--- config.mk ---
export PLATFORM = sky130hd
export DESIGN_NAME = control_unit
export DESIGN_NICKNAME = d
export VERILOG_FILES = /design/src/rtl/control_unit.sv
export SDC_FILE = /design/constraint.sdc
export NUM_CORES = 1
export LEC_CHECK = 0
export ABC_AREA = 0
export CAP_MARGIN = 20
export CORE_AREA = 2 2 74 76
export CTS_CLUSTER_SIZE = 20
export DETAILED_ROUTE_END_ITERATION = 10
export DIE_AREA = 0 0 76 78
export PLACE_DENSITY = 0.81
export SETUP_SLACK_MARGIN = 0.2
export SKIP_LAST_GASP = 1
export SYNTH_ARGS = -nofsm -noshare
export SYNTH_HDL_FRONTEND = slang
export SYNTH_SLANG_ARGS = --single-unit
export TNS_END_PERCENT = 5
--- constraint.sdc ---
create_clock -name clk -period 9.2 [get_ports clk]
set_input_delay 2.3 -clock clk [delete_from_list [all_inputs] [get_ports clk]]
set_output_delay 2.3 -clock clk [all_outputs]
set_load 0.005 [all_outputs]
--- src/rtl/control_unit.sv ---
// Multi-cycle LEGv8-subset control unit: sequences FETCH/DECODE/EXEC(/CBTEST)
// and drives the datapath control word from the FSM state, IR and status flags.
module control_unit (
    input  logic        clk,
    input  logic        rst,
    input  logic [31:0] IR,
    input  logic [3:0]  SF,
    output logic        AS,
    output logic [1:0]  DS,
    output logic [1:0]  PS,
    output logic        PC_Sel,
    output logic        K_Sel,
    output logic        IL,
    output logic        SL,
    output logic        MW,
    output logic        RW,
    output logic [4:0]  FS,
    output logic        C0,
    output logic [4:0]  DA,
    output logic [4:0]  SA,
    output logic [4:0]  SB,
    output logic [63:0] K,
    output logic        illegal,
    output logic [1:0]  state_o
);

    localparam logic [4:0] FS_ADD   = 5'b00100;
    localparam logic [4:0] FS_SUB   = 5'b01001;
    localparam logic [4:0] FS_AND   = 5'b00000;
    localparam logic [4:0] FS_OR    = 5'b00001;
    localparam logic [4:0] FS_XOR   = 5'b00010;
    localparam logic [4:0] FS_PASSB = 5'b01100;

    localparam logic [1:0] PS_HOLD = 2'b00;
    localparam logic [1:0] PS_INC  = 2'b01;
    localparam logic [1:0] PS_REL  = 2'b11;

    typedef enum logic [1:0] {
        ST_FETCH  = 2'b00,
        ST_DECODE = 2'b01,
        ST_EXEC   = 2'b10,
        ST_CBTEST = 2'b11
    } state_t;

    state_t state_q, state_d;

    logic [10:0] op11;
    logic [9:0]  op10;
    logic [7:0]  op8;
    logic [5:0]  op6;
    logic [63:0] k_imm, k_mem, k_br, k_cond;
    logic        flag_z, flag_n, flag_c, flag_v;
    logic        cond_true;

    assign op11 = IR[31:21];
    assign op10 = IR[31:22];
    assign op8  = IR[31:24];
    assign op6  = IR[31:26];

    // Branch constants are byte offsets from the instruction address.
    assign k_imm  = {52'd0, IR[21:10]};
    assign k_mem  = {{55{IR[20]}}, IR[20:12]};
    assign k_br   = {{36{IR[25]}}, IR[25:0], 2'b00};
    assign k_cond = {{43{IR[23]}}, IR[23:5], 2'b00};

    assign flag_z = SF[0];
    assign flag_n = SF[1];
    assign flag_c = SF[2];
    assign flag_v = SF[3];

    always_comb begin
        cond_true = 1'b1;
        case (IR[3:0])
            4'd0:    cond_true = flag_z;
            4'd1:    cond_true = !flag_z;
            4'd2:    cond_true = flag_c;
            4'd3:    cond_true = !flag_c;
            4'd4:    cond_true = flag_n;
            4'd5:    cond_true = !flag_n;
            4'd6:    cond_true = flag_v;
            4'd7:    cond_true = !flag_v;
            4'd8:    cond_true = flag_c & !flag_z;
            4'd9:    cond_true = !(flag_c & !flag_z);
            4'd10:   cond_true = (flag_n == flag_v);
            4'd11:   cond_true = (flag_n != flag_v);
            4'd12:   cond_true = !flag_z & (flag_n == flag_v);
            4'd13:   cond_true = !(!flag_z & (flag_n == flag_v));
            default: cond_true = 1'b1;
        endcase
    end

    always_ff @(posedge clk) begin
        if (rst) begin
            state_q <= ST_FETCH;
        end else begin
            state_q <= state_d;
        end
    end

    assign state_o = state_q;

    always_comb begin
        state_d = state_q;
        AS      = 1'b1;
        DS      = 2'b00;
        PS      = PS_HOLD;
        PC_Sel  = 1'b0;
        K_Sel   = 1'b0;
        IL      = 1'b0;
        SL      = 1'b0;
        MW      = 1'b0;
        RW      = 1'b0;
        FS      = FS_ADD;
        C0      = 1'b0;
        SA      = IR[9:5];
        SB      = IR[20:16];
        DA      = IR[4:0];
        K       = 64'd0;
        illegal = 1'b0;

        case (state_q)
            ST_FETCH: begin
                AS      = 1'b1;
                DS      = 2'b11;
                IL      = 1'b1;
                state_d = ST_DECODE;
            end
            ST_DECODE: begin
                state_d = ST_EXEC;
            end
            ST_EXEC: begin
                state_d = ST_FETCH;
                PS      = PS_INC;
                // Longest opcode field is tried first; shorter ones only on a miss.
                case (op11)
                    11'b10001011000: begin RW = 1'b1; FS = FS_ADD; end
                    11'b11001011000: begin RW = 1'b1; FS = FS_SUB; C0 = 1'b1; end
                    11'b10001010000: begin RW = 1'b1; FS = FS_AND; end
                    11'b10101010000: begin RW = 1'b1; FS = FS_OR;  end
                    11'b11001010000: begin RW = 1'b1; FS = FS_XOR; end
                    11'b10101011000: begin RW = 1'b1; FS = FS_ADD; SL = 1'b1; end
                    11'b11101011000: begin RW = 1'b1; FS = FS_SUB; C0 = 1'b1; SL = 1'b1; end
                    11'b11111000010: begin
                        K     = k_mem;
                        K_Sel = 1'b1;
                        AS    = 1'b0;
                        DS    = 2'b11;
                        RW    = 1'b1;
                    end
                    11'b11111000000: begin
                        K     = k_mem;
                        K_Sel = 1'b1;
                        AS    = 1'b0;
                        DS    = 2'b01;
                        SB    = IR[4:0];
                        MW    = 1'b1;
                    end
                    default: begin
                        case (op10)
                            10'b1001000100: begin
                                K = k_imm; K_Sel = 1'b1; RW = 1'b1;
                            end
                            10'b1101000100: begin
                                K = k_imm; K_Sel = 1'b1; RW = 1'b1; FS = FS_SUB; C0 = 1'b1;
                            end
                            default: begin
                                case (op8)
                                    8'b01010100: begin
                                        K      = k_cond;
                                        PC_Sel = 1'b1;
                                        PS     = cond_true ? PS_REL : PS_INC;
                                    end
                                    8'b10110100, 8'b10110101: begin
                                        // Pass the tested register through the ALU to refresh Z.
                                        SB      = IR[4:0];
                                        FS      = FS_PASSB;
                                        SL      = 1'b1;
                                        PS      = PS_HOLD;
                                        state_d = ST_CBTEST;
                                    end
                                    default: begin
                                        if (op6 == 6'b000101) begin
                                            K      = k_br;
                                            PC_Sel = 1'b1;
                                            PS     = PS_REL;
                                        end else begin
                                            illegal = 1'b1;
                                        end
                                    end
                                endcase
                            end
                        endcase
                    end
                endcase
            end
            ST_CBTEST: begin
                state_d = ST_FETCH;
                K       = k_cond;
                PC_Sel  = 1'b1;
                // IR[24] distinguishes CBNZ from CBZ.
                PS      = (flag_z ^ IR[24]) ? PS_REL : PS_INC;
            end
            default: begin
                state_d = ST_FETCH;
            end
        endcase

        if (rst) begin
            state_d = ST_FETCH;
            IL      = 1'b0;
            SL      = 1'b0;
            MW      = 1'b0;
            RW      = 1'b0;
            illegal = 1'b0;
            PS      = PS_HOLD;
        end
    end

endmodule

==> impl_metrics.json <==
{
  "nNetsFinal": 362,
  "vias_per_cell": 5.536,
  "cts_tree": "built",
  "h-tree-depth": 1,
  "rsz0062_at_grt": "false",
  "skew_ns": 0.0009598,
  "met1_length_mm": 2.667,
  "ys_seq_area_frac": 0.02397,
  "syn-cell-area_sq_um": 1670,
  "clk_latency_ns": 0.21,
  "synthCells": 242,
  "synthTopCellsByArea": "buf_4 21%, o21ai_0 5.4%, a22o_1 5.2%",
  "grt_max_degree": 38,
  "holdBufCountCts": 0,
  "cp_max_fo": 37,
  "relSlewSlack": 0.3066,
  "drv_slew": 0,
  "regToRegSetupSlack_ns": 7.30,
  "area_growth_pct": 66.14,
  "cts.reportedPaths.clkPinSlew_ns": 0.03,
  "ant_nets": 0,
  "fp-row-count": 26,
  "synth_edf_count": 0,
  "syn_avg_cell_area_sq_um": 6.902,
  "slowest_stage": "or4b_2",
  "min_path_cells": 2,
  "cts_root_buffer": "clkbuf_8",
  "synthAdderAreaFrac": 0,
  "met3_length_um": 540,
  "crit_chain": "clkdlybuf4s50_1 -> or4b_2 -> a21oi_1 -> a21oi_1 -> o31ai_4 -> buf_4 -> clkdlybuf4s50_1",
  "post-route-period-util": 0.8333,
  "yosysWarningCount": 0,
  "cap_violations": 0,
  "diodes": 0,
  "leakage_nw": 0.9573,
  "worstPathArrival_ns": 5.37,
  "wirelength_mm": 6.595,
  "layout-drive-gt1-share": 0.06522,
  "yosysTopAreaCellShare": 0.2112,
  "synth_top_family_by_area": "compound AO/OA/AOI/OAI gates",
  "synthesis.nets": 280,
  "synthSimpleGateAreaFrac": 0.2614,
  "hold_viol_final": 0,
  "max_freq_mhz": 130.4,
  "dr.max_layer_used": "met4",
  "io_buffers": 135,
  "start_util": 0.3313,
  "required_ns": 6.90,
  "fp.coreArea_sq_um": 5042,
  "synth_cell_type_count": 52,
  "antenna_found_initial": 0,
  "async_flop_share": 0,
  "drt_iter0_drc": 197,
  "die_h_um": 78,
  "die_w_um": 76,
  "grt_pass1_vias": 1926,
  "ys.flop_type": "dfxtp_1",
  "synth_compound_area_frac": 0.3715,
  "grt_pass1_wl_mm": 10.34,
  "muxShareOfSynthArea": 0.05693,
  "cts.sinks": 2,
  "holdWs_ns": 0.7527,
  "tightest_slew_ns": 1.026,
  "track_usage": 0.2080,
  "peakVddDrop_mv": 0.04314,
  "setup_viol": 0,
  "ys_ff_latch": 2,
  "ios": 137,
  "cts_resized": 0,
  "cts_buffers": 3,
  "power_density_nw_per_um2": 44.41,
  "slowest_delay_ns": 0.77,
  "dr_wl_met2_mm": 3.341,
  "largest_reg_flops": 2,
  "end_kind": "primary output",
  "ff2ff_path_depth": 3,
  "fp.dieArea_sq_um": 5928,
  "crit_type": "in -> out",
  "cts.path.max_buffers": 2,
  "synth_xor_area_frac": 0.02622,
  "drcViolationCount": 0,
  "startpoint_type": "input pin",
  "finalSetupTns_ns": 0,
  "yosysTopAreaCell": "buf_4",
  "num_vias": 2170,
  "place.gp.congestion": 0.9000,
  "pre_cts_ws_ns": 1.540,
  "grt-ovfl-total": 0,
  "post-dp-hpwl_mm": 5.100,
  "dr.pass1.iters": 6,
  "post_cts_buffers": 0,
  "setup_ws_ns": 1.533,
  "status": "completed",
  "wl_per_cell_um": 16.82,
  "min_path_type": "reg -> reg",
  "period_needed_ns": 7.667
}
-- power breakdown --
group	total (mW)	internal, mW	switching [mW]
clock network	0.0348	0.0277	0.00707
logic	0.0763	0.0434	0.0328
registers	0.0122	0.00948	0.00275
-- final timing paths --
| path | to | from |
|---|---|---|
| max reg2reg | state_o[0] | state_o[1] |
| min reg2reg | state_o[1] | state_o[1] |
| min | state_o[1] | state_o[1] |
| max | K[37] | IR[29] |
-- per-stage QoR --
stage,power (mW),util,cells,area (sq um)
after floorplan,0.04385,-,242,1670
after global placement,0.08695,0.5422,389,2734
after detailed placement,0.08768,0.5422,389,2734
after CTS,0.1233,0.5504,392,2775
after global routing,0.1299,0.5504,392,2775
final,0.1232,0.5504,392,2775
-- cells in the final DEF, fill, tap and decap left out, types with 3 or more instances in the layout --
| cell | synthesis | final |
|---|---|---|
| mux2_4 | 5 | 5 |
| a21o_1 | 9 | 9 |
| buf_4 | 47 | 3 |
| or3_1 | 3 | 3 |
| o31ai_1 | 8 | 7 |
| a221oi_1 | 8 | 8 |
| a22o_1 | 10 | 10 |
| nor2_1 | 10 | 10 |
| inv_1 | 5 | 5 |
| nor4b_1 | 3 | 3 |
| nand3_1 | 4 | 4 |
| a21oi_1 | 17 | 17 |
| nand2_1 | 16 | 16 |
| clkdlybuf4s50_1 | 0 | 135 |
| clkbuf_8 | 0 | 3 |
| nor2b_1 | 5 | 5 |
| xor2_1 | 4 | 4 |
| a22oi_1 | 4 | 4 |
| nand2b_1 | 4 | 4 |
| o21ai_0 | 18 | 18 |
| nor3_1 | 6 | 6 |
-- cell type report --
cell class,instances,area [sq um]
Clock buffer,3,41.29
Fill cell,463,2267
Timing Repair Buffer,138,1374
Sequential cell,2,40.04
Inverter,5,18.77
Multi-Input combinational cell,174,1214
Tap cell,70,87.58
-- worst max-delay path, delay by kind of cell --
| family | cells | cell delay [ns] |
|---|---|---|
| buffers and inverters | 3 | 1.47 |
| AND/OR/NAND/NOR | 1 | 0.77 |
| AO/OA/AOI/OAI | 3 | 0.81 |
-- synthesized netlist by cell type (2+ instances only) --
cell / n
mux2_4: 5
nand4_1: 2
buf_4: 47
a32oi_1: 2
a22oi_1: 4
or4b_1: 2
nand3_1: 4
nand3b_1: 2
clkbuf_1: 9
a221oi_1: 8
or3_1: 3
dfxtp_1: 2
nor2b_1: 5
a21o_1: 9
a22o_1: 10
or4b_2: 2
a21oi_1: 17
o21ai_0: 18
or4b_4: 2
mux2i_1: 2
o31ai_1: 8
xor2_1: 4
nand2_1: 16
nor4b_1: 3
nor2_1: 10
o211ai_1: 2
o21a_1: 2
nor3_1: 6
buf_2: 5
inv_1: 5
a31oi_1: 2
nand2b_1: 4
-- logic make-up after synthesis --
logic type,Yosys count
other,1
buffers and inverters,66
DFF,2
xor gates and xnor gates,5
muxes,7
and+or+nand+nor,71
AOI/OAI and AO/OA,90
-- metal layers --
layer  vias up  GRT usage
met2       113     0.3688
met3         8    0.04186
li1       1023          -
met5         -          0
met1      1026     0.2646
met4         0    0.03455
(Power assumes the default switching activity.)
